`src/rtl/pc_seq_pkg.sv`:
```
// Shared definitions for the MSP430 PC sequencer: PC mux select codes, FSM states
// and the extension-count clamp.
package pc_seq_pkg;

  // mux_pc select codes; mux_pc decodes the same values
  localparam logic [2:0] MPC_HOLD = 3'd0;
  localparam logic [2:0] MPC_INC2 = 3'd1;
  localparam logic [2:0] MPC_MDB  = 3'd2;
  localparam logic [2:0] MPC_CALC = 3'd3;

  typedef enum logic [2:0] {
    S_RST   = 3'd0,
    S_VEC   = 3'd1,
    S_FETCH = 3'd2,
    S_DEC   = 3'd3,
    S_EXT   = 3'd4,
    S_EXEC  = 3'd5,
    S_IRQ   = 3'd6
  } state_t;

  function automatic logic [1:0] clamp_ext(input logic [1:0] n_ext, input logic [1:0] max_ext);
    return (n_ext > max_ext) ? max_ext : n_ext;
  endfunction

endpackage

```
`src/rtl/pc_seq.sv`:
```
// Program-counter sequencer driving mux_pc through the MSP430 fetch flow.
// Define PC_SEQ_WAIT_EN to honour MDB_VALID (wait-state memory); otherwise reads complete in one cycle.
module pc_seq
  import pc_seq_pkg::*;
#(
  parameter logic [15:0] RESET_VEC    = 16'hFFFE,
  parameter logic [15:0] IRQ_VEC_BASE = 16'hFFE0,
  parameter int          MAX_EXT      = 2
) (
  input  logic        MCLK,
  input  logic        RST_N,
  input  logic        MDB_VALID,
  input  logic        DEC_VALID,
  input  logic [1:0]  N_EXT,
  input  logic        EXEC_DONE,
  input  logic        JMP_TAKEN,
  input  logic        PC_LOAD_MDB,
  input  logic        IRQ_PEND,
  input  logic [3:0]  IRQ_NUM,
  output logic [2:0]  MPC,
  output logic        MEM_RD,
  output logic        VEC_SEL,
  output logic [15:0] VEC_ADDR,
  output logic        IR_LOAD,
  output logic        EXT_LOAD,
  output logic [1:0]  EXT_IDX,
  output logic        IRQ_ACK
);

  localparam logic [1:0] MAX_EXT_L = 2'(MAX_EXT);

  state_t     state_q, state_d;
  logic [1:0] ext_cnt_q, ext_cnt_d;
  logic [1:0] n_ext_q, n_ext_d;
  logic       irq_ack_q, irq_ack_d;
  logic       mdb_ok;
  logic [1:0] n_ext_clamped;
  logic [15:0] irq_vec;

`ifdef PC_SEQ_WAIT_EN
  assign mdb_ok = MDB_VALID;
`else
  logic unused_mdb_valid;
  assign unused_mdb_valid = MDB_VALID;
  assign mdb_ok = 1'b1;
`endif

  assign n_ext_clamped = clamp_ext(N_EXT, MAX_EXT_L);
  assign irq_vec       = 16'(IRQ_VEC_BASE + {11'd0, IRQ_NUM, 1'b0});
  assign IRQ_ACK       = irq_ack_q;

  always_ff @(posedge MCLK or negedge RST_N) begin
    if (!RST_N) begin
      state_q   <= S_RST;
      ext_cnt_q <= 2'd0;
      n_ext_q   <= 2'd0;
      irq_ack_q <= 1'b0;
    end else begin
      state_q   <= state_d;
      ext_cnt_q <= ext_cnt_d;
      n_ext_q   <= n_ext_d;
      irq_ack_q <= irq_ack_d;
    end
  end

  always_comb begin
    state_d   = state_q;
    ext_cnt_d = ext_cnt_q;
    n_ext_d   = n_ext_q;
    irq_ack_d = 1'b0;
    MPC       = MPC_HOLD;
    MEM_RD    = 1'b0;
    VEC_SEL   = 1'b0;
    VEC_ADDR  = 16'd0;
    IR_LOAD   = 1'b0;
    EXT_LOAD  = 1'b0;
    EXT_IDX   = 2'd0;

    unique case (state_q)
      S_RST: begin
        MEM_RD   = 1'b1;
        VEC_SEL  = 1'b1;
        VEC_ADDR = RESET_VEC;
        state_d  = S_VEC;
      end
      S_VEC: begin
        MEM_RD   = 1'b1;
        VEC_SEL  = 1'b1;
        VEC_ADDR = RESET_VEC;
        if (mdb_ok) begin
          MPC     = MPC_MDB;
          state_d = S_FETCH;
        end
      end
      S_FETCH: begin
        MEM_RD = 1'b1;
        if (mdb_ok) begin
          IR_LOAD = 1'b1;
          MPC     = MPC_INC2;
          state_d = S_DEC;
        end
      end
      S_DEC: begin
        if (DEC_VALID) begin
          n_ext_d   = n_ext_clamped;
          ext_cnt_d = 2'd0;
          state_d   = (n_ext_clamped == 2'd0) ? S_EXEC : S_EXT;
        end
      end
      S_EXT: begin
        MEM_RD  = 1'b1;
        EXT_IDX = ext_cnt_q;
        if (mdb_ok) begin
          EXT_LOAD  = 1'b1;
          MPC       = MPC_INC2;
          ext_cnt_d = ext_cnt_q + 2'd1;
          if (ext_cnt_d == n_ext_q) state_d = S_EXEC;
        end
      end
      S_EXEC: begin
        if (EXEC_DONE) begin
          // a taken jump outranks a PC load from the data bus
          if (JMP_TAKEN)        MPC = MPC_CALC;
          else if (PC_LOAD_MDB) MPC = MPC_MDB;
          irq_ack_d = IRQ_PEND;
          state_d   = IRQ_PEND ? S_IRQ : S_FETCH;
        end
      end
      S_IRQ: begin
        MEM_RD   = 1'b1;
        VEC_SEL  = 1'b1;
        VEC_ADDR = irq_vec;
        if (mdb_ok) begin
          MPC     = MPC_MDB;
          state_d = S_FETCH;
        end
      end
      default: state_d = S_RST;
    endcase

    // outputs drop the instant reset asserts, even mid-cycle
    if (!RST_N) begin
      MPC      = MPC_HOLD;
      MEM_RD   = 1'b0;
      VEC_SEL  = 1'b0;
      VEC_ADDR = 16'd0;
      IR_LOAD  = 1'b0;
      EXT_LOAD = 1'b0;
      EXT_IDX  = 2'd0;
    end
  end

endmodule
```
`config.mk`:
```
export PLATFORM = sky130hd
export DESIGN_NAME = pc_seq
export DESIGN_NICKNAME = d
export VERILOG_FILES = /design/src/rtl/pc_seq_pkg.sv /design/src/rtl/pc_seq.sv
export SDC_FILE = /design/constraint.sdc
export NUM_CORES = 1
export LEC_CHECK = 0
export CAP_MARGIN = 25
export CELL_PAD_IN_SITES_DETAIL_PLACEMENT = 1
export CELL_PAD_IN_SITES_GLOBAL_PLACEMENT = 1
export CORE_MARGIN = 1
export CORE_UTILIZATION = 25
export CTS_CLUSTER_DIAMETER = 40
export DETAILED_ROUTE_END_ITERATION = 10
export MAX_ROUTING_LAYER = met4
export PLACE_DENSITY = 0.75
export SYNTH_ARGS = -nofsm -noshare
export SYNTH_HDL_FRONTEND = slang
export SYNTH_SLANG_ARGS = --single-unit
```
`constraint.sdc`:
```
create_clock -name MCLK -period 3.1 [get_ports MCLK]
set_clock_uncertainty 0.05 [all_clocks]
set_input_delay 0.62 -clock MCLK [delete_from_list [all_inputs] [get_ports MCLK]]
set_output_delay 0.62 -clock MCLK [all_outputs]
set_load 0.01 [all_outputs]
```
**Word-level counts from Yosys, hierarchy flattened**

Index checks and enable logic that the tools add are counted.

- Register bits after elaboration: 8
- Input port bits: 14
- RAM bits: 0
- Memories kept: 0
- Bits in read-only memories: 0
- Latch bits: 0

- Equality and inequality tests: 10
- Shift operators: 0
- Mux-type cells: 28
- Bitwise logic cells: 0
- Reductions and logical operators: 11
- Divide/modulo/power cells: 0
- Add/sub/neg operators: 2
- Order comparisons: 1
- $mul: 0

Operator list:

| kind | count |
|---|---|
| $pmux W16 S2 | 1 |
| $pmux W3 S6 | 1 |
| $mux W16 | 1 |
| $mux W3 | 5 |
| $mux W2 | 7 |
| $mux W1 | 11 |
| $eq A3 B3 Y1 const B | 3 |
| $add A6 B6 Y7 const A | 1 |
| $eq A3 B2 Y1 const B | 2 |
| $ne A2 B2 Y1 const B | 3 |
| $pmux W2 S3 | 1 |
| $reduce_or A2 Y1 | 3 |
| $reduce_or A5 Y1 | 1 |
| $pmux W2 S2 | 1 |
| $reduce_and A2 Y1 | 2 |
| $eq A3 B1 Y1 const B | 1 |
| $logic_not A3 Y1 | 1 |
| $reduce_and A3 Y1 | 1 |
| $reduce_or A3 Y1 | 1 |
| $add A2 B1 Y2 const B | 1 |
| $eq A2 B2 Y1 | 1 |
| $gt A2 B2 Y1 const B | 1 |
| $logic_not A2 Y1 | 1 |
| $reduce_bool A2 Y1 | 1 |

**Depth between registers and ports, before layout**

Gate-level depths: netlist (run 1).

- Word-level depth: 6
- Depth in mapped cells: 4

**Worst setup path before layout (run 1)**

No wires, ideal clock.

- Path kind: reg-to-output
- Start point: reg state_q[1]
- End point: out VEC_ADDR[1]
- Path buffers: 0
- Slack: 1,017 ps
- Data arrival time: 1,413 ps
- Required time: 2,430 ps
- Stages on the path, launching flop included: 4
- Path through: dfrtp_1 or2_2 a21boi_2 o21a_1

- Cells in the longest elaborated chain, start to end: 4
- Elaborated cells between the ends (all ways): 6

Ends and longest elaborated chain:

| element | RTL line | text |
|---|---|---|
| from (decl) | pc_seq.sv:32 | `state_t state_q, state_d;` |
| from (signal assigned) | pc_seq.sv:59 | `state_q <= state_d;` |
| $eq A3 B1 Y1 / $logic_not A3 Y1 (equally long branches) | pc_seq.sv:79 | `unique case (state_q)` |
| $reduce_or A2 Y1 (no line) | n/a |  |
| $pmux W16 S2 * | pc_seq.sv:79 |  |
| $mux W16 * | pc_seq.sv:142 | `if (!RST_N) begin` |
| to (decl) | pc_seq.sv:23 | `output logic [15:0] VEC_ADDR,` |

Mark *: on every way between the ends. The rest lies on a longest branch, timed or not.

**Worst setup path in the final report (run 1)**

- Start point: in EXEC_DONE
- End point: out MPC[1]

- Cells in the longest elaborated chain, start to end: 3

Ends and longest elaborated chain:

| element | RTL line | text |
|---|---|---|
| from (decl) | pc_seq.sv:15 | `input logic EXEC_DONE,` |
| $mux W2 | pc_seq.sv:121 | `if (EXEC_DONE) begin` |
| $pmux W2 S3 | pc_seq.sv:79 |  |
| $mux W3 | pc_seq.sv:142 |  |
| to (decl) | pc_seq.sv:20 | `output logic [2:0] MPC,` |

Every way passes these cells.

==> results of run 1 <==
==> cells in the mapped netlist, drive strengths merged <==
master,n
buf,15
dfrtp,8
o21ai,8
nor2,7
nand2,5
o21a,5
a21boi,4
nand2b,4
nor3b,3
a21oi,2
and2,2
a211o,1
a211oi,1
a221oi,1
a32oi,1
and2b,1
conb,1
inv,1
mux2,1
mux2i,1
nand3,1
nand3b,1
nand4b,1
nor2b,1
o31ai,1
or2,1
or3,1
xnor2,1
==> through the flow <==
step	hold WS, ps	area (µm²)	power, µW	util [%]
CTS	469	1010	816	40.3
detailed placement	455	985	727	39.4
floorplan	274	667	542	-
global placement	436	985	710	39.4
finish	470	1010	807	40.3
global route	521	1010	869	40.3
==> worst max-delay path by stage <==
stage          cells past startpoint          end  slack, ps  startpoint
6_report                           5       MPC[1]        210   EXEC_DONE
2_1_floorplan                      3  VEC_ADDR[1]       1020  state_q[1]
4_1_cts                            5       MPC[1]        190   JMP_TAKEN
5_1_grt                            5       MPC[1]        100   JMP_TAKEN
3_3_place_gp                       5       MPC[1]        210   JMP_TAKEN
3_5_place_dp                       5       MPC[1]        190   JMP_TAKEN
==> state kept, by name, summed over array words and instances, names as in the netlist <==
name,cells
n_ext_q,2
ext_cnt_q,2
state_q,3
IRQ_ACK,1
==> per-layer routing <==
metal,part of all wire (%),GRT usage (%)
met2,49,23.3
met4,3.0,9.21
met1,44,16.8
met3,3.7,1.72
met5,0,-
==> where the power goes <==
part / switching (µW) / internal [µW] / leakage [µW]
logic: 207 / 286 / 0.000275
registers: 83.2 / 142 / 0.000102
clock network: 43.3 / 44.8 / 0.0000138
==> final cells by class <==
| class | instances | share of cell area [%] |
|---|---|---|
| tap | 30 | 3.73 |
| sequential | 8 | 19.9 |
| inverter | 1 | 0.373 |
| timing repair buffer | 40 | 38.8 |
| clock buffer | 3 | 2.24 |
| multi-input combinational | 57 | 35.0 |
==> cells in the final DEF (no fill, tap or decap), drive strengths merged <==
master,n
xnor2,1
nand4b,1
nand3,1
mux2,1
clkbuf,3
o31ai,1
a21boi,4
inv,1
a21oi,2
and2,2
o21a,5
nor2b,1
a32oi,1
mux2i,1
a211oi,1
or2,1
nor2,7
or3,1
o21ai,8
dfrtp,8
nor3b,3
nand3b,1
conb,2
and2b,1
a221oi,1
buf,4
nand2,5
a211o,1
nand2b,4
clkdlybuf4s50,36
==> worst min-delay path: stages (launching register included) <==
cell	delay, ps
dfrtp_1	360
nand2_1	60
o21ai_0	60
==> kinds of logic (layout without fill, tap and decap cells) <==
family          after synthesis  after routing
mux                           2              2
compound gates               24             24
simple gates                 28             28
flops                         8              8
buf+inv                      16             44
other cells                   1              2
xor+xnor                      1              1
==> metrics.md, run 1 <==
| Metric | Value |
|---|---|
| Status | `completed` |
| Clock transition at path regs | `about 60 ps` |
| Drt first-iter violations | `2` |
| RSZ-0062 raised after global routing | `false` |
| Synth top area cells | `dfrtp_1 (30%), buf_4 (16%), o21ai_0 (6.0%)` |
| WL final | `roughly 1800 µm` |
| Max Transition Viols Final | `0` |
| DP Cell Count | `approximately 140` |
| Setup bufs post-CTS | `0` |
| Die W | `53.5 µm` |
| Syn Std Cell Area | `between 600 and 700 µm²` |
| Mux cell area share after synthesis | `3.21%` |
| Reg2Reg Setup Slack | `between 1500 and 2000 ps` |
| CP max FO | `2` |
| Tot GR Track Use | `between 10% and 20%` |
| CP most frequent cell | `clkdlybuf4s50_1` |
| Hold Buf Count CTS | `0` |
| Critical path class | `input port to output pin` |
| Cell count after synthesis | `80` |
| Total Negative Setup Slacks | `0 ps` |
| Pleak | `between 0.0003 and 0.0004 µW` |
| Full die area | `2860 µm²` |
| Routed vias/inst | `4.81` |
| Layout cells sized above 1 | `~9.2%` |
| Critical Path End Type | `output pin` |
| #FFs+latches synth | `8` |
| Post-route minimum period | `2890 ps` |
| Num rows | `18` |
| Crit path max-delay family | `buffers and inverters` |
| Hold path startpoint | `n_ext_q[0]` |
| Max Root-Sink Buffers | `2` |
| Final worst slack | `~210 ps` |
| Post-synthesis simple-gate area fraction | `between 20% and 30%` |
| Seq/Total Area, Yosys | `between 30% and 40%` |
| Post-route DRC | `0` |
| Clock latency on the worst-skew pair | `270 ps` |
| Post-synth top area share | `between 30% and 40%` |
| Post-route ant nets | `0` |
| Post-CTS Resized | `0` |
| Crit-path cells | `clkdlybuf4s50_1 > o21ai_0 > a211o_1 > a21boi_0 > clkdlybuf4s50_1` |
| Fillers | `300` |
| Die Y | `between 50 and 60 µm` |
| Largest net degree at the start of global routing | `16` |
| CTS Buf Count | `3` |
| H-tree Lvls | `1` |
| Setup violators final | `0` |
| Pwr dens | `between 800 and 900 nW/µm²` |
| Number of diodes | `0` |
| Initial antenna violation count | `0` |
| GPL Wtd Cong | `approximately 0.74` |
| Reg2reg end | `ext_cnt_q[1]` |
| Pre-Repair DR Iteration Count | `3` |
| Largest family of logic cells by synthesized area | `compound AO/OA/AOI/OAI gates` |
| Area of the multi-input gates | `around 350 µm²` |
| Worst VDD drop | `approximately 360 µV` |
| DPL Wire Length | `roughly 1400 µm` |
| Clock sink total | `8` |
| YS warnings | `0` |
| Distinct cells, synth | `30` |
| RR Startpoint | `state_q[1]` |
| Synth-to-Final Area Change | `51.9%` |
| Crit path largest cell delay | `570 ps` |
| Tcrit/Tclk final | `93.2%` |
| Post-layout nets | `approximately 130` |
| Root Buffer | `clkbuf_4` |
| Critical path required time | `about 2400 ps` |
| CP startpoint kind | `input port` |
| Synth Area in Adders | `0%` |
| # IOs | `40` |
| Max_cap viols | `0` |
| Compound-cell area share of the yosys netlist | `between 20% and 30%` |
| Vias | `roughly 670` |
| Hold/Removal Path Class | `flip-flop to flip-flop` |
| Slowest-stage cell, CP | `clkdlybuf4s50_1` |
| Worst EP arrival | `approximately 2200 ps` |
| Post-Layout Cell Count | `139` |
| Overflow after GRT | `0` |
| R2r worst-path depth | `3` |
| Routed WL per cell | `12.6 µm` |
| Initial Util | `between 20% and 30%` |
| Pre-CTS setup slack | `194 ps` |
| Number of I/O port buffers | `36` |
| Worst hold endpoint | `n_ext_q[0]` |
| Sequential standard cell area | `about 200 µm²` |
| Post-Synth XOR/XNOR Area | `under 10%` |
| Placeable core area | `around 2500 µm²` |
| Hold Fails Final Rpt | `0` |
| CTS tree | `built` |
| Global-route wire length before repair | `around 2800 µm` |
| Hold Path Stages | `2` |
| Max Fclk | `between 300 and 400 MHz` |
| Vias in the first global route | `605` |
| Yosys top cell by area | `dfrtp_1` |
| CP Buf/Inv Count | `2` |
| Mean Syn Cell Area | `~8.3 µm²` |
No activity file was read; power rests on OpenSTA's default activity.
==> run 2: changes to the inputs <==
--- a/config.mk
+++ b/config.mk
@@ -19 +19,2 @@
 export SYNTH_SLANG_ARGS = --single-unit
+export TNS_END_PERCENT = 1
==> constraint.sdc (replaced) <==
create_clock -name MCLK -period 3.1 [get_ports MCLK]
set_clock_uncertainty 0.05 [all_clocks]
set_input_delay 0.31 -clock MCLK [delete_from_list [all_inputs] [get_ports MCLK]]
set_output_delay 0.31 -clock MCLK [all_outputs]
set_load 0.01 [all_outputs]
==> run 2 against run 1 <==
Effect of this change: final area shrank 2.2%; sequential share of layout area grew 0.45 points; fmax grew 5.2%; critical path type is now flip-flop to output pin.
==> metrics.md, run 2 (same netlist as run 1, synthesis figures left out) <==
| Metric | Value |
|---|---|
| CP max FO | `15 (+13)` |
| Post-route ant nets | `0 (unchanged)` |
| Worst VDD drop | `308 µV (-13%)` |
| Post-Layout Cell Count | `136 (-2.2%)` |
| Tot GR Track Use | `14.3% (-0.13 points)` |
| Drt first-iter violations | `9 (+7)` |
| Post-layout nets | `122 (-2.4%)` |
| Critical path required time | `2740 ps (+310 ps)` |
| DPL Wire Length | `1400 µm (+0.76%)` |
| Clock transition at path regs | `60 ps (about the same)` |
| Layout cells sized above 1 | `6.60% (-2.6 points)` |
| Clock latency on the worst-skew pair | `260 ps (about the same)` |
| Vias in the first global route | `587 (-3.0%)` |
| Largest net degree at the start of global routing | `16 (unchanged)` |
| Final hold slack | `339 ps (-130 ps)` |
| Total Negative Setup Slacks | `0 ps (unchanged)` |
| Full die area | `2860 µm² (unchanged)` |
| Max Root-Sink Buffers | `2 (unchanged)` |
| DP Cell Count | `133 (-2.2%)` |
| Crit path max-delay family | `compound AO/OA/AOI/OAI gates` |
| Critical path class | `flip-flop to output pin` |
| Slew @ Worst Pin | `around 560 ps` |
| Overflow after GRT | `0 (unchanged)` |
| Placeable core area | `2500 µm² (unchanged)` |
| CTS Buf Count | `3 (unchanged)` |
| Synth-to-Final Area Change | `48.5%` |
| Number of diodes | `0 (unchanged)` |
| Die W | `53.5 µm (unchanged)` |
| Largest register FFs | `3 (unchanged)` |
| Final Util | `39.4% (-0.90 points)` |
| Vias | `639 (-4.5%)` |
| Critical Path End Type | `output pin` |
| Commonest non-fill, non-tap cell in the layout | `clkdlybuf4s50_1` |
| RSZ-0062 raised after global routing | `false` |
| Post-CTS Resized | `0 (unchanged)` |
| Post-route minimum period | `2750 ps (-142 ps)` |
| Slowest-stage cell, CP | `clkdlybuf4s50_1` |
| Pleak | `0.000376 µW (-3.8%)` |
| Setup violators final | `0 (unchanged)` |
| Global-route wire length before repair | `2840 µm (+2.0%)` |
| Hold Fails Final Rpt | `0 (unchanged)` |
| WL final | `1790 µm (+2.0%)` |
| Hold Buf Count CTS | `0 (unchanged)` |
| Setup bufs post-CTS | `0 (unchanged)` |
| Status | `completed` |
| GPL Wtd Cong | `0.736 (-0.63%)` |
| Crit-path cells | `or2_2 > a21boi_2 > o21a_1 > clkdlybuf4s50_1` |
| Hold/Removal Path Class | `input port to asynchronous set/reset pin` |
| Pwr dens | `809 nW/µm² (+0.92%)` |
| Initial Util | `26.5% (unchanged)` |
| CP startpoint kind | `flip-flop` |
| CTS tree | `built` |
| Fillers | `298 (-0.67%)` |
| CP Buf/Inv Count | `1 (-1)` |
| Worst EP arrival | `2390 ps (+170 ps)` |
| Largest register by flop count | `state_q` |
| # IOs | `40 (unchanged)` |
| Tcrit/Tclk final | `88.7% (-4.6 points)` |
| Largest regs | `state_q (3), ext_cnt_q (2), n_ext_q (2)` |
| Post-route DRC | `0 (unchanged)` |
| H-tree Lvls | `1 (unchanged)` |
| Max Fclk | `364 MHz (+5.2%)` |
| Commonest cells after routing, fill and taps aside | `clkdlybuf4s50_1 (36), dfrtp_1 (8), o21ai_0 (8), nor2_1 (7)` |
| Rel. slew slack | `a little over three fifths` |
| Number of I/O port buffers | `36 (unchanged)` |
| Routed WL per cell | `13.1 µm (+4.3%)` |
| Root Buffer | `clkbuf_4` |
| Die Y | `53.5 µm (unchanged)` |
| Routed vias/inst | `4.70 (-2.4%)` |
| Max_cap viols | `0 (unchanged)` |
| Num rows | `18 (unchanged)` |
| Clock sink total | `8 (unchanged)` |
| Max Transition Viols Final | `0 (unchanged)` |
| Pre-Repair DR Iteration Count | `4 (+1)` |
| Initial antenna violation count | `0 (unchanged)` |
| Crit path largest cell delay | `540 ps (-30 ps)` |
-- run 2: changes by cell type in the layout (fill, tap and decap cells not counted), sizes merged --
cell and delta:
buf -3
-- run 2: layer usage --
metal,vias up,wire (µm),GRT usage [%]
met5,-,0,-
met3,0,74,4.31
met2,19,931,25.0
met4,0,0,0
li1,319,-,-
met1,301,778,17.1
-- run 2: path summary, 6_finish.rpt --
check | from | endpoint | slack [ps] | depth (start not counted)
max | state_q[1] | VEC_ADDR[2] | 350 | 4
min reg2reg | n_ext_q[0] | n_ext_q[0] | 470 | 2
max reg2reg | state_q[1] | ext_cnt_q[1] | 1640 | 3
min | RST_N | ext_cnt_q[1] | 340 | 2
min in group MCLK | n_ext_q[0] | n_ext_q[0] | 470 | 2
max in group asynchronous | RST_N | n_ext_q[1] | 2500 | 2
-- run 2: area by class of cell --
class / instances / area (µm²) / area share (%)
clock buffers: 3 / 22.5 / 2.29
inverters: 1 / 3.75 / 0.381
multi-input cells: 57 / 353 / 35.8
flip-flops and latches: 8 / 200 / 20.3
well taps: 30 / 37.5 / 3.81
repair buffers: 37 / 368 / 37.4
-- run 2: worst register-to-register path, cell delays in order (launching register included) --
cell,delay (ps)
dfrtp_1,530
nand2b_1,310
nor3b_1,310
a221oi_1,120
-- run 2: stage by stage --
stage	power [µW]	setup WS, ps	area, µm²
after global routing	866	195	985
after global placement	699	697	962
after CTS	809	332	985
after floorplan	542	1330	667
final	796	351	985
after detailed placement	723	637	962
-- run 2: power breakdown --
| part | leakage, µW | internal, µW | total (µW) | switching, µW |
|---|---|---|---|---|
| Combinational | 0.000260 | 278 | 486 | 209 |
| Sequential | 0.000102 | 142 | 227 | 84.9 |
| Clock | 0.0000138 | 44.5 | 82.6 | 38.1 |
| Total | 0.000376 | 464 | 796 | 332 |
==> run 3: changes to the inputs <==
Settings changed: ABC_AREA from default to 1, CORE_UTILIZATION 25 to 22, MAX_ROUTING_LAYER met4 to default, PLACE_DENSITY 0.75 to 0.72.
Clock period 3.1 ns to 2.3 ns, I/O delays scaled along.
==> run 3 against run 2 <==
Effect of this change: total power rose by 64%; final area is 7.1% higher; final cell count grew 35%; critical endpoint is now MPC[0]; largest cell class unchanged.
==> metrics.md, run 3 <==
| Metric | Value |
|---|---|
| Seq/Total Area, Yosys | `28.4% (-1.8 points)` |
| Sw Share | `45.9% (+4.2 points)` |
| Yosys top cell by area | `dfrtp_1` |
| Crit-path cells | `inv_1 > nand3_1 > nor2_1 > nand2_1 > a31oi_1 > clkdlybuf4s50_1` |
| Layout cells sized above 1 | `9.29% (+2.7 points)` |
| Clock power frac | `8.4% (-2.0 points)` |
| Overflow after GRT | `0 (unchanged)` |
| Max Root-Sink Buffers | `2 (unchanged)` |
| Critical path depth in cells | `6 (+2)` |
| CP startpoint kind | `flip-flop` |
| WL final | `1920 µm (+7.6%)` |
| Hold Fails Final Rpt | `0 (unchanged)` |
| Critical path class | `flip-flop to output pin` |
| CP Buf/Inv Count | `2 (+1)` |
| CTS tree | `built` |
| Crit path max-delay family | `buffers and inverters` |
| Worst EP arrival | `1900 ps (-490 ps)` |
| Commonest cells post-synth | `nand2_1 (28), inv_1 (17), nor2_1 (16)` |
| Post-route minimum period | `around 2200 ps` |
| Int Power | `708 µW (+52%)` |
| Commonest cells after routing, fill and taps aside | `clkdlybuf4s50_1 (36), nand2_1 (28), nor2_1 (16), inv_1 (15), nand3_1 (8)` |
| Commonest non-fill, non-tap cell in the layout | `clkdlybuf4s50_1` |
| Critical Path End Type | `output pin` |
| Asr flop ratio synth | `100% (unchanged)` |
| H-tree Lvls | `1 (unchanged)` |
| # IOs | `40 (unchanged)` |
| Count leader, synth | `nand2_1` |
| Full die area | `3440 µm² (+20%)` |
| Placeable core area | `3050 µm² (+22%)` |
| Clock transition at path regs | `60 ps (about the same)` |
| Post-route ant nets | `0 (unchanged)` |
| GPL Wtd Cong | `0.809 (+9.9%)` |
| Slowest-stage cell, CP | `clkdlybuf4s50_1` |
| Largest register FFs | `3 (unchanged)` |
| Clock sink total | `8 (unchanged)` |
| Tcrit/Tclk final | `a little over nine tenths` |
| Setup violators final | `0 (unchanged)` |
| Initial antenna violation count | `0 (unchanged)` |
| Number of flops mapped to enable cells by yosys | `0 (unchanged)` |
| Routed WL per cell | `10.4 µm (-20%)` |
| RR Startpoint | `state_q[0]` |
| Comb pwr share | `69.6% (+8.5 points)` |
| R2r worst-path depth | `6 (+3)` |
| Crit path largest cell delay | `560 ps (+20 ps)` |
| Synth top area cells | `dfrtp_1 (28%), nand2_1 (15%), buf_4 (13%)` |
| Largest regs | `state_q (3), ext_cnt_q (2), n_ext_q (2)` |
| Initial Util | `23.1% (-3.4 points)` |
| Pleak | `0.000506 µW (+35%)` |
| Switching power total | `601 µW (+81%)` |
| Hold/Removal Path Class | `input port to asynchronous set/reset pin` |
| Number of diodes | `0 (unchanged)` |
| Tot Pwr | `1310 µW (+64%)` |
| Num rows | `20 (+2)` |
| RSZ-0062 raised after global routing | `false` |
| Vias | `772 (+21%)` |
| Max Fclk | `approximately 460 MHz` |
| Largest net degree at the start of global routing | `12 (-4)` |
| DPL Wire Length | `1630 µm (+16%)` |
| Critical path required time | `2020 ps (-720 ps)` |
| Post-synth top area share | `28.4% (-1.8 points)` |
| Max Transition Viols Final | `0 (unchanged)` |
| #FFs+latches synth | `8 (unchanged)` |
| Worst VDD drop | `238 µV (-23%)` |
| Routed vias/inst | `4.20 (-11%)` |
| Pre-Repair DR Iteration Count | `4 (unchanged)` |
| Tot GR Track Use | `11.6% (-2.8 points)` |
| Total Negative Setup Slacks | `0 ps (unchanged)` |
| Syn Std Cell Area | `706 µm² (+6.4%)` |
| Root Buffer | `clkbuf_4` |
| Clock latency on the worst-skew pair | `250 ps (about the same)` |
| Mean Syn Cell Area | `6.30 µm² (-24%)` |
| Largest register by flop count | `state_q` |
| Global-route wire length before repair | `3010 µm (+5.8%)` |
| Post-route DRC | `0 (unchanged)` |
| Reg2reg end | `state_q[1]` |
| Status | `completed` |
| Reg2Reg Setup Slack | `990 ps (-650 ps)` |
| CTS Buf Count | `3 (unchanged)` |
| Post-layout nets | `156 (+28%)` |
| YS warnings | `0 (unchanged)` |
| Number of I/O port buffers | `36 (unchanged)` |
| Die W | `58.6 µm (+9.6%)` |
| Pwr dens | `1240 nW/µm² (+53%)` |
| Cell count after synthesis | `112 (+40%)` |
| Max_cap viols | `0 (unchanged)` |
| Hold Buf Count CTS | `0 (unchanged)` |
| Die Y | `58.6 µm (+9.6%)` |
| CP max FO | `7 (-8)` |
| Vias in the first global route | `711 (+21%)` |
| Drt first-iter violations | `14 (+5)` |
| Top FF cell, synth | `dfrtp_1` |
| Synth-to-Final Area Change | `49.5%` |
| Sequential group share of total power | `22.1% (-6.4 points)` |
| Distinct cells, synth | `23 (-23%)` |
| Setup bufs post-CTS | `0 (unchanged)` |
run 3: cell types whose count changed after synthesis, moves of 4 or more:
cell	before	now
inv_1	1	17
nand2_1	5	28
nand2b_1	4	0
nand3_1	1	8
nor2_1	7	16
o21a_1	5	1
o21ai_0	8	3
run 3: routing by layer:
| layer | routed length [µm] | up-vias | global-route usage, % |
|---|---|---|---|
| met3 | 90 | 2 | 0.659 |
| met5 | 0 | - | 0 |
| met2 | 966 | 24 | 21.2 |
| met1 | 843 | 354 | 13.1 |
| li1 | - | 392 | - |
| met4 | 19 | 0 | 7.14 |
run 3: worst register-to-register path, stage by stage, from the launching register on:
cell and delay [ps]:
dfrtp_2 470, nor2_1 140, nand2_1 150, inv_1 130, nand2_1 110, nand3_1 90
nand2_1 50
run 3: kinds of logic after synthesis:
kind of cell,synth area share [%]
other,0.531
AND/OR/NAND/NOR,36.2
flip-flops,28.4
AO/OA/AOI/OAI,10.5
buffers and inverters,24.5
run 3: worst max path at each step:
stage | from | end | slack (ps)
floorplan | state_q[0] | VEC_ADDR[10] | 760
global placement | RST_N | EXT_IDX[1] | 210
detailed placement | RST_N | VEC_ADDR[14] | 180
CTS | state_q[0] | VEC_ADDR[14] | 60
global route | state_q[1] | MPC[0] | 4
finish | state_q[1] | MPC[0] | 120
run 3: final cells by class:
class | count | area [µm²]
clock buffer | 3 | 22.5
fill | 408 | 2000
inverter | 19 | 71.3
multi-input combinational | 73 | 337
sequential | 8 | 201
tap | 44 | 55.1
timing repair buffer | 37 | 368
run 3: timing repair:
item                                    4_1_cts  5_1_grt
endpoints found under the hold margin         0        0
resized for setup                             1        2
cloned                                        0        0
endpoints found under the setup margin       11       12
run 3: power by group through the flow:
stage               Sequential, µW  Clock, µW  Combinational [µW]
global route                   300        118                1010
finish                         289        109                 910
global placement               280          0                 894
CTS                            284        116                 921
floorplan                      250          0                 647
detailed placement             286          0                 915
run 3: metrics by stage:
| stage | worst slack (ps) | std cells | instance area [µm²] | hold WS, ps | utilization (%) |
|---|---|---|---|---|---|
| floorplan | 756 | 113 | 709 | -116 | - |
| global placement | 215 | 181 | 1030 | 440 | 33.8 |
| detailed placement | 180 | 181 | 1030 | 441 | 33.8 |
| CTS | 56.6 | 184 | 1050 | 160 | 34.5 |
| global route | 4.39 | 184 | 1050 | 167 | 34.5 |
| finish | 121 | 184 | 1050 | 159 | 34.5 |
==> patch 1 (settings of run 3) <==
Remove the register `irq_ack_q`: a continuous assignment takes its place, so the output `IRQ_ACK` follows one clock earlier.
--- a/src/rtl/pc_seq.sv
+++ b/src/rtl/pc_seq.sv
@@ -54,14 +54,14 @@
       state_q   <= S_RST;
       ext_cnt_q <= 2'd0;
       n_ext_q   <= 2'd0;
-      irq_ack_q <= 1'b0;
     end else begin
       state_q   <= state_d;
       ext_cnt_q <= ext_cnt_d;
       n_ext_q   <= n_ext_d;
-      irq_ack_q <= irq_ack_d;
     end
   end
+
+  assign irq_ack_q = irq_ack_d;
 
   always_comb begin
     state_d   = state_q;
Formal check against the unedited RTL: not equivalent (Yosys sat finds a counterexample within 10 cycles, from zero or initial values and one cycle with RST_N low).
==> patch 1 against run 3 <==
Setup slack gained 0.037 ns. Critical endpoint is now VEC_ADDR[6]. Sequential power shrank 2%. Highest routed layer is now met3. Wire length grew 0.57%. Final area grew 1.8%. Via count grew 0.13%. Combinational power grew 8.0%. Synthesized area shrank 0.35%. Power grew 5.5%. Sequential cell count shrank 1.
==> patch 1: results (changes against run 3) <==
[run_status]
status = finished, final reports clean  ; unchanged

[final_layout]
reg_top3 = state_q: 3 flops, ext_cnt_q: 2 flops, n_ext_q: 2 flops  ; unchanged
drive_above_1_share_pct = 21.2  ; was 9.29%
n_antenna_cell = 0  ; unchanged
num-nets-final = 152  ; was 156

[min_path]
min_path_type = input pin to async pin  ; unchanged

[drt]
vias_per_cell = 4.27  ; was 4.20
drt-pass1-iter-count = 2  ; was 4
drt-initial-drc-count = 8  ; was 14
wl_per_cell_um = 10.7  ; was 10.4 um

[synth]
synth.area.top_cells = dfrtp_1, buf_4, nand2_1, inv_1, nor2_1  ; was dfrtp_1, nand2_1, buf_4, inv_1, nor2_1
synth_flop_cell = dfrtp_1  ; unchanged
synth_warnings = 0  ; unchanged
async_flop_share_pct = 100  ; unchanged
synth_commonest_cells = nand2_1, buf_4, inv_1  ; was nand2_1, inv_1, nor2_1
synth.distinct_cells = 24  ; was 23
seq_area_frac_synth_pct = 24.9  ; was 28.4%

[setup_path]
worst_ep_arrival_time_ns = 1.86  ; was 1.90 ns
r2r_slack_ns = 1.03  ; was 0.99 ns
slowest_stage = clkdlybuf4s50_1  ; unchanged
cp_max_fo = 11  ; was 7
critical_path.top_delay_family = buffers and inverters  ; unchanged
max_stage_delay_ns = 0.55
worstSetupStartpoint = state_q[0]  ; was state_q[1]

[grt]
grt_pass1_wl_um = 3150  ; was 3010 um
first_global_vias = 733  ; was 711
grtUsageTotal_pct = 11.7  ; was 11.6%
antenna_found_initial = 0  ; unchanged
grt_max_degree = 12  ; unchanged

[clock_network]
h-tree-depth = 1  ; unchanged
clk_path_buf_depth = 2  ; unchanged
cts_made_buffers = 3  ; unchanged
cts_root_buf = clkbuf_4  ; unchanged
clock_latency_ns = 0.26
clk_pin_slew_ns = 0.06  ; about the same
cts_resized = 1  ; unchanged
cts_setup_buffers = 0  ; unchanged

[timing]
setup_viol = 0  ; unchanged

[place]
port_buffers = 36  ; unchanged
gp_congestion = 0.776  ; was 0.809
hpwl_um = 1640  ; was 1630 um

[power]
p_leak_nw = 0.480  ; was 0.506 nW
vdd_drop_max_uv = 351  ; was 238 uV

## patch 1: kinds of logic (layout without fill, tap and decap cells)
group	count (synthesis)	after routing	synth area share [%]
and+or+nand+nor	59	59	41.1
buffers and inverters	29	58	23.0
AOI/OAI and AO/OA	11	11	10.5
DFF	7	7	24.9
other	1	2	0.533
## patch 1: final timing paths
kind	end	depth (start not counted)
max in group asynchronous	state_q[2]	2
min	ext_cnt_q[1]	2
max	VEC_ADDR[6]	6
min in group MCLK	n_ext_q[0]	1
max reg2reg	state_q[0]	6
min reg2reg	n_ext_q[0]	1
## patch 1: area by class of cell
cell class	instances	area [sq um]
tap	44	55.1
multi-input combinational	72	375
fill	394	1980
clock buffer	4	26.3
sequential	7	179
timing repair buffer	38	375
inverter	16	62.6
## patch 1: report_power, final
part / internal [mW] / switching (mW)
Sequential: 0.189 / 0.0932
Clock: 0.0664 / 0.0485
Combinational: 0.474 / 0.509
Total: 0.729 / 0.651
## patch 1: layer usage
layer | GRT usage (%) | wire length [um]
met1 | 13.3 | 797
met2 | 21.7 | 1000
met3 | 3.96 | 129
met4 | 1.70 | 0
met5 | 0 | 0
## patch 1: per-stage QoR
step           worst slack [ns]  power, mW  std cells  area (sq um)  hold slack, ns
6_report                  0.158       1.38        181          1070           0.351
5_1_grt                  0.0291       1.50        181          1070           0.396
4_1_cts                  0.0279       1.38        181          1060           0.358
3_5_place_dp              0.237       1.26        177          1040           0.485
3_3_place_gp              0.273       1.22        177          1040           0.476
2_1_floorplan             0.814      0.939        108           707          -0.116
==> patch 2 (config.mk and constraints of run 3) <==
Made on the original files. Add a define of `PC_SEQ_WAIT_EN`.
--- a/src/rtl/pc_seq.sv
+++ b/src/rtl/pc_seq.sv
@@ -1,5 +1,7 @@
 // Program-counter sequencer driving mux_pc through the MSP430 fetch flow.
 // Define PC_SEQ_WAIT_EN to honour MDB_VALID (wait-state memory); otherwise reads complete in one cycle.
+`define PC_SEQ_WAIT_EN
+
 module pc_seq
   import pc_seq_pkg::*;
 #(
Formal check against the unedited RTL: not equivalent (a bounded check fails within 4 cycles, from zero or initial values and one cycle with RST_N low).
==> patch 2 against run 3 <==
Final cell count rose by 6.5%. Final area is 8.5% higher. Synthesized area grew 6.0%. Power is 6.0% lower. Setup slack worse by 0.060 ns. Sequential cell count did not move. Critical path depth up 1. Via count is 8.8% higher. Sequential share of layout area is 1.4 points lower. Wire length increased by 14%. Largest power group unchanged.
==> patch 2: results (changes against run 3) <==
[setup_path]
rr_worst_depth = 8  ; was 6
worstSetupStartpoint = state_q[2]  ; was state_q[1]
setup.worst_path.end = VEC_ADDR[3]  ; was MPC[0]
cp_max_fo = 8  ; was 7
regToRegEndpoint = ext_cnt_q[0]  ; was state_q[1]
r2r_slack_ns = 0.81  ; was 0.99 ns
max_stage_delay_ns = 0.54  ; was 0.56 ns

[synth]
postSynthCellCount = 119  ; was 112
synth_commonest_cells = nand2_1, inv_1, nor2_1  ; unchanged
seq_area_frac_synth_pct = 26.8  ; was 28.4%
synth.area.top_cells = dfrtp_1, buf_4, nand2_1, inv_1, nand3_1  ; was dfrtp_1, nand2_1, buf_4, inv_1, nor2_1
synth.distinct_cells = 20  ; was 23

[grt]
grtUsageTotal_pct = 12.4  ; was 11.6%
grt_pass1_wl_um = 3370  ; was 3010 um
grt_max_degree = 12  ; unchanged
first_global_vias = 805  ; was 711

[final_layout]
area_share_clock_buf_inv_pct = 1.97  ; was 2.14%
multi_input_area_sq_um = 375  ; was 337 sq um
final_util_pct = 36.6  ; was 34.5%
multi_input_cells = 79  ; was 73
fillers = 417  ; was 408
n_all_buffers = 42  ; was 37
drive_above_1_share_pct = 14.5  ; was 9.29%
bufAreaShareNonClock_pct = 36.2  ; was 34.9%
seqCellArea_sq_um = 203  ; was 201 sq um
num-nets-final = 168  ; was 156
inverters = 20  ; was 19

[power]
p_leak_nw = 0.595  ; was 0.506 nW
vdd_drop_max_uv = 348  ; was 238 uV
power_frac_comb_pct = 69.3  ; was 69.6%
pg_comb_uw = 853  ; was 910 uW
pwr-share-clk_pct = 9.1  ; was 8.4%
switching_power_uw = 570  ; was 601 uW

[place]
dpl_cell_area_sq_um = 1110  ; was 1030 sq um
hpwl_um = 1870  ; was 1630 um
gp_congestion = 0.794  ; was 0.809
dpl.cell_count = 193  ; was 181
pre_cts_ws_ns = 0.201  ; was 0.180 ns
port_buffers = 37  ; was 36

[die]
fp.dieW_um = 60.3  ; was 58.6 um

[drt]
vias = 840  ; was 772
drt-initial-drc-count = 16  ; was 14
drt-pass1-iter-count = 4  ; unchanged
vias_per_cell = 4.29  ; was 4.20
routed_wl_um = 2180  ; was 1920 um

[run_status]
status = finished, final reports clean  ; unchanged

[timing]
holdWs_ns = 0.269  ; was 0.159 ns
fin_crit_ns = 2.24  ; was 2.18 ns

[clock_network]
cts_made_buffers = 3  ; unchanged

-- patch 2: cell types whose count changed in the layout (fill, tap and decap cells not counted), moves of 4 or more --
cell and delta:
a21oi_1 +5, buf_4 +4, nand2_1 -4, nand2_2 +4, nand3_1 +4
-- patch 2: layer usage --
layer  vias to the layer above  GRT usage, %  wire (um)  part of all wire, %
li1                        424             -          -                    -
met1                       384          13.6        956                   44
met2                        30          22.3       1060                   49
met3                         2          3.68        148                  6.8
met4                         0          4.65         13                 0.60
met5                         -             0          0                    0
-- patch 2: cells by family after synthesis --
kind of cell | share of synthesized area [%]
and+or+nand+nor | 37.6
buffers and inverters | 23.6
AOI/OAI and AO/OA | 11.5
DFF | 26.8
other | 0.501
-- patch 2: repair_timing --
| action | 4_1_cts | 5_1_grt |
|---|---|---|
| setup buffers | 0 | 0 |
| pin swaps | 0 | 0 |
| setup endpoints to repair | 5 | 19 |
| cloned | 0 | 0 |
| hold buffers | 0 | 0 |
| resized for setup | 4 | 4 |
